==> src/rtl/iq_decimator_if.sv <==
// Sample/control bundle between the complex mixer and the IQ integrate-and-dump decimator.
interface iq_decimator_if #(
    parameter int unsigned W_in       = 16,
    parameter int unsigned LOG2_DECIM = 3
);
    logic signed [W_in-1:0]       real_i;
    logic signed [W_in-1:0]       imag_i;
    logic                         valid_i;
    logic                         sync_i;
    logic signed [W_in-1:0]       real_o;
    logic signed [W_in-1:0]       imag_o;
    logic                         valid_o;
    logic        [LOG2_DECIM-1:0] phase_o;

    modport master (
        output real_i, imag_i, valid_i, sync_i,
        input  real_o, imag_o, valid_o, phase_o
    );

    modport slave (
        input  real_i, imag_i, valid_i, sync_i,
        output real_o, imag_o, valid_o, phase_o
    );
endinterface

==> src/rtl/iq_decimator.sv <==
// Integrate-and-dump decimator: outputs the floor-mean of every 2**LOG2_DECIM valid I/Q samples.
// A sync with valid data restarts the block with the current sample as its first member.
module iq_decimator #(
    parameter int unsigned W_in       = 16,
    parameter int unsigned LOG2_DECIM = 3
) (
    input  logic          clk,
    input  logic          rst,
    iq_decimator_if.slave bus
);
    localparam int unsigned AW    = W_in + LOG2_DECIM;
    localparam int unsigned DECIM = 1 << LOG2_DECIM;
    localparam logic [LOG2_DECIM-1:0] CNT_LAST = LOG2_DECIM'(DECIM - 1);

    logic signed [AW-1:0]         acc_r_q, acc_r_d;
    logic signed [AW-1:0]         acc_i_q, acc_i_d;
    logic        [LOG2_DECIM-1:0] cnt_q, cnt_d;
    logic signed [W_in-1:0]       real_q, real_d;
    logic signed [W_in-1:0]       imag_q, imag_d;
    logic                         valid_q, valid_d;

    logic signed [AW-1:0]         ext_r, ext_i;
    logic signed [AW-1:0]         sum_r, sum_i;

    // Guard bits make the block sum unable to overflow the accumulator.
    assign ext_r = {{LOG2_DECIM{bus.real_i[W_in-1]}}, bus.real_i};
    assign ext_i = {{LOG2_DECIM{bus.imag_i[W_in-1]}}, bus.imag_i};
    assign sum_r = acc_r_q + ext_r;
    assign sum_i = acc_i_q + ext_i;

    always_comb begin
        acc_r_d = acc_r_q;
        acc_i_d = acc_i_q;
        cnt_d   = cnt_q;
        real_d  = real_q;
        imag_d  = imag_q;
        valid_d = 1'b0;
        if (bus.valid_i) begin
            if (bus.sync_i) begin
                acc_r_d = ext_r;
                acc_i_d = ext_i;
                cnt_d   = LOG2_DECIM'(1);
            end else if (cnt_q == CNT_LAST) begin
                // Dropping the low bits of the sum is the arithmetic shift (floor divide).
                real_d  = sum_r[AW-1:LOG2_DECIM];
                imag_d  = sum_i[AW-1:LOG2_DECIM];
                valid_d = 1'b1;
                acc_r_d = '0;
                acc_i_d = '0;
                cnt_d   = '0;
            end else begin
                acc_r_d = sum_r;
                acc_i_d = sum_i;
                cnt_d   = cnt_q + LOG2_DECIM'(1);
            end
        end else if (bus.sync_i) begin
            acc_r_d = '0;
            acc_i_d = '0;
            cnt_d   = '0;
        end
    end

    always_ff @(posedge clk) begin
        if (rst) begin
            acc_r_q <= '0;
            acc_i_q <= '0;
            cnt_q   <= '0;
            real_q  <= '0;
            imag_q  <= '0;
            valid_q <= 1'b0;
        end else begin
            acc_r_q <= acc_r_d;
            acc_i_q <= acc_i_d;
            cnt_q   <= cnt_d;
            real_q  <= real_d;
            imag_q  <= imag_d;
            valid_q <= valid_d;
        end
    end

    assign bus.real_o  = real_q;
    assign bus.imag_o  = imag_q;
    assign bus.valid_o = valid_q;
    assign bus.phase_o = cnt_q;
endmodule

==> src/flat_wrapper.sv <==
// flat-port wrapper written by rule: the top's interface ports become plain ports
module iq_decimator_flat 
#(
    parameter int unsigned W_in       = 16,
    parameter int unsigned LOG2_DECIM = 3
)
  (clk, rst, bus_real_i, bus_imag_i, bus_valid_i, bus_sync_i, bus_real_o, bus_imag_o, bus_valid_o, bus_phase_o);
  iq_decimator_if #(.W_in(W_in), .LOG2_DECIM(LOG2_DECIM)) bus_i ();
  input  logic clk;
  input  logic rst;
  input wire logic [$bits(bus_i.real_i)-1:0] bus_real_i;
  input wire logic [$bits(bus_i.imag_i)-1:0] bus_imag_i;
  input wire logic [$bits(bus_i.valid_i)-1:0] bus_valid_i;
  input wire logic [$bits(bus_i.sync_i)-1:0] bus_sync_i;
  output wire logic [$bits(bus_i.real_o)-1:0] bus_real_o;
  output wire logic [$bits(bus_i.imag_o)-1:0] bus_imag_o;
  output wire logic [$bits(bus_i.valid_o)-1:0] bus_valid_o;
  output wire logic [$bits(bus_i.phase_o)-1:0] bus_phase_o;
  assign bus_i.real_i = bus_real_i;
  assign bus_i.imag_i = bus_imag_i;
  assign bus_i.valid_i = bus_valid_i;
  assign bus_i.sync_i = bus_sync_i;
  assign bus_real_o = bus_i.real_o;
  assign bus_imag_o = bus_i.imag_o;
  assign bus_valid_o = bus_i.valid_o;
  assign bus_phase_o = bus_i.phase_o;
  iq_decimator #(.W_in(W_in), .LOG2_DECIM(LOG2_DECIM)) u_core (.clk(clk), .rst(rst), .bus(bus_i));
endmodule
==> config.mk <==
export PLATFORM = sky130hd
export DESIGN_NAME = iq_decimator_flat
export DESIGN_NICKNAME = d
export VERILOG_FILES = /design/src/rtl/iq_decimator_if.sv /design/src/rtl/iq_decimator.sv /design/src/flat_wrapper.sv
export SDC_FILE = /design/constraint.sdc
export NUM_CORES = 1
export LEC_CHECK = 0
export BUFFER_PORTS_ARGS = -buffer_cell sky130_fd_sc_hd__buf_2
export CAP_MARGIN = 15
export CORE_ASPECT_RATIO = 1.75
export CORE_MARGIN = 2
export CORE_UTILIZATION = 57
export DETAILED_ROUTE_END_ITERATION = 8
export PLACE_DENSITY = 0.81
export SETUP_SLACK_MARGIN = 0.1
export SLEW_MARGIN = 5
export SYNTH_ARGS = -nofsm -noshare
export SYNTH_HDL_FRONTEND = slang
export SYNTH_SLANG_ARGS = --single-unit
==> constraint.sdc <==
create_clock -name clk -period 4.2 [get_ports clk]
set_clock_uncertainty 0.2 [all_clocks]
set_input_delay 0.84 -clock clk [delete_from_list [all_inputs] [get_ports clk]]
set_output_delay 0.84 -clock clk [all_outputs]
set_load 0.05 [all_outputs]
==> impl_metrics.toml <==
[status]
outcome = "finished clean"

[job]
max-cap-violations = 0

[logic_synthesis]
yosys-top-cells-area = "dfxtp_1 (33%), ha_1 (11%), a21oi_1 (6.4%), nand2_1 (4.8%), xnor2_1 (4.1%)"
synth.lib_cells_used.distinct = 54
synth-edff-count = 0
post_synth.cell_area_avg_um2 = 8.27
postSynthRegisterBits = 74
fraction_of_synthesis_flops_using_an_asynchronous_set_or_reset_pin = 0
seq_area_frac_synth = 0.330
syn_inst = 543
synth_area_um2 = 4490
ys.warnings.count = 0
ys_dominant_reg_cell = "dfxtp_1"
postSynthNetCount = 619
yosysTopAreaCell = "dfxtp_1"
synth_largest_type_area_fraction = 0.330

[worst_hold_path]
hold_path.class = "reg2reg"
min_from = "u_core.bus.real_o[14]$_SDFFE_PP0P_"

[power]
cellLeakagePower_nw = 2.31
totalPowerFinal_mw = 1.89
power_density_nw_per_um2 = 365
power.internal_mw = 1.31
share_seq_of_total_power = 0.399
power.combinational.fraction = 0.230
switchingPower_mw = 0.584
swShare = 0.309
p_clk_frac = 0.371
irDropWorstVdd_mv = 0.295

[timing]
drv_slew = 0
worstMarginPinSlew_ns = 0.712
maximum_clock_rate_mhz = 329
final_period_minus_worst_setup_slack_ns = 3.04
hold_viol_final = 0
totalNegativeSetupSlack_ns = 0
finalSetupViolCount = 0
rsz0062_at_grt = "no"
post-route-period-util = 0.724
slew_headroom = 0.520

[finish]
share_of_final_layout_standard_cells_stronger_than_drive_strength_1 = 0.165
number_of_diodes_added_for_antenna_fixing = 0
finalCoreUtilization = 0.679
multiInputGateArea_um2 = 2840
ff_latch_area_um2 = 1480
mostFrequentLayoutCells = "dfxtp_1 (74), buf_2 (71), nand2_1 (58)"
layout.nets = 678
area_delta_synth_final_pct = 15.2
final_common_cell = "dfxtp_1"
fill_cells = 638

[worst_setup_path]
critical_path_max_stage_delay_ns = 0.41
path_max_fanout = 4
worst-endpoint-arrival_ns = 3.07
crit_start = "bus_real_i[0]"
path_class = "in2reg"
timing.critical_path.cells = "buf_2 > ha_1 > fa_1 > a21o_1 > a21oi_1 > o21ai_1 > a21o_1 > a21oi_1 > nor4_1 > or3_1"
cp_top_family = "compound AO/OA/AOI/OAI gates"
critical_path.endpoint_type = "flip-flop"
critical_path.reg2reg.startpoint = "u_core.acc_r_q[0]$_SDFFE_PP0P_"
worst_path_max_delay_cell = "fa_1"
critPathBufInv = 1
cp_data_required_time_ns = 4.22
timing.critical_path.from_type = "primary input"

[clock_tree]
cts_post_setup_buffers_inserted = 0
path_clk_slew_ns = 0.06
tritoncts = "yes"
post_cts_hold_buffer_count = 0
clock_tree.root_cell = "clkbuf_16"
worstSkewPairLatency_ns = 0.34
cts.repair.resized = 0
cts.sinks = 74
ctsHtreeMaxLevel = 3
cts_buffers = 9
clock_tree.buffer_depth = 2

[detailed_routing]
drt_iter0_markers = 381
drc = 0
finalWirelength_um = 12300
avgViaCountPerCell = 6.44
drt_pre_antenna_iters = 6
wire_per_inst_um = 17.7
final_antenna_net_count = 0
via_count = 4479

[floorplan]
io_pins = 72
rows = 42
die_w_um = 71.1
die_h_um = 121
die-area_um2 = 8630
coreArea_um2 = 7620
effective_utilization_at_floorplan = 0.589

[global_route]
number_of_global_route_vias_before_repair = 4447
grt_max_degree = 38
grt_util_all_layers = 0.290
wire_length_of_the_first_global_routing_pass_um = 20000
grt_overflow_total = 0
antenna_violations_before_repair = 0

[placement]
hpwlAfterDp_um = 8900
place.port_buffers = 71
gp_congestion = 0.975
## metal layers
layer | track usage | routed length, um | vias to the layer above
met2 | 0.544 | 6610 | 149
met1 | 0.305 | 4670 | 2151
met5 | 0 | 0 | -
met3 | 0.0523 | 578 | 35
met4 | 0.134 | 442 | 0
li1 | - | - | 2144
## stage by stage
stage | cell area [um^2] | hold WS [ns] | setup WS, ns | cells
after floorplan | 4490 | 0.293 | 1.15 | 543
after global placement | 4910 | 0.234 | 0.921 | 679
after detailed placement | 4910 | 0.243 | 0.833 | 679
after CTS | 5170 | 0.251 | 1.16 | 695
after global routing | 5170 | 0.271 | 0.954 | 695
final | 5170 | 0.248 | 1.16 | 695
## cells in the mapped netlist, drive strengths merged, types with 2 or more instances
cell and number:
ha 38, nor2 38, o211ai 5, nand3b 10, and3 6, a222oi 17, or4 4, o311ai 3
a22oi 13, a21boi 3, fa 2, o21bai 8, nor3 12, a21oi 59, clkbuf 26, nand2b 6
o22ai 13, a2111oi 3, or3 5, nand3 11, xnor2 21, a211o 2, mux2i 2, nand4 6
a31oi 2, nand4b 4, o21a 5, o21ai 25, nand2 58, a21o 16, dfxtp 74, inv 14
buf 6, and2 4, xor2 7, a211oi 4
## kinds of logic after synthesis
family,after synthesis,share of synthesized area
AO/OA/AOI/OAI,185,0.277
AND/OR/NAND/NOR,167,0.180
flip-flops,74,0.330
buffers and inverters,47,0.0398
adder cells (fa/ha/maj),40,0.115
XOR/XNOR,28,0.0546
multiplexers,2,0.00446
## area by class of cell
cell class,instances,share of cell area
clock buffers,11,0.0450
clock inverters,5,0.00605
inverters,15,0.0109
multi-input cells,422,0.549
flip-flops and latches,74,0.286
well taps,88,0.0213
repair buffers,80,0.0817
## worst paths after layout
| check | to | cells past startpoint | slack (ns) |
|---|---|---|---|
| max | u_core.acc_r_q[8]$_SDFFE_PP0P_ | 10 | 1.16 |
| min reg2reg | u_core.bus.real_o[14]$_SDFFE_PP0P_ | 2 | 0.25 |
| min | u_core.bus.real_o[14]$_SDFFE_PP0P_ | 2 | 0.25 |
| max reg2reg | u_core.acc_r_q[8]$_SDFFE_PP0P_ | 9 | 1.45 |
## tightest hold or removal path, delay by kind of cell (launching register included)
| kind | cells | cell delay [ns] |
|---|---|---|
| AO/OA/AOI/OAI | 1 | 0.05 |
| AND/OR/NAND/NOR | 1 | 0.05 |
| flip-flops | 1 | 0.32 |
## power groups by stage
stage	sequential, mW	combinational (mW)	clock [mW]
after floorplan	0.765	0.321	0
after global placement	0.765	0.413	0
after detailed placement	0.767	0.424	0
after CTS	0.752	0.430	0.705
after global routing	0.756	0.481	0.729
final	0.753	0.435	0.702
## sequential cells by signal, indices dropped and copies added, names as in the netlist
register            flops
u_core.bus.phase_o      3
u_core.acc_r_q         19
u_core.bus.valid_o      1
u_core.bus.real_o      16
u_core.bus.imag_o      16
u_core.acc_i_q         19
No activity file was read; power rests on OpenSTA's default activity.
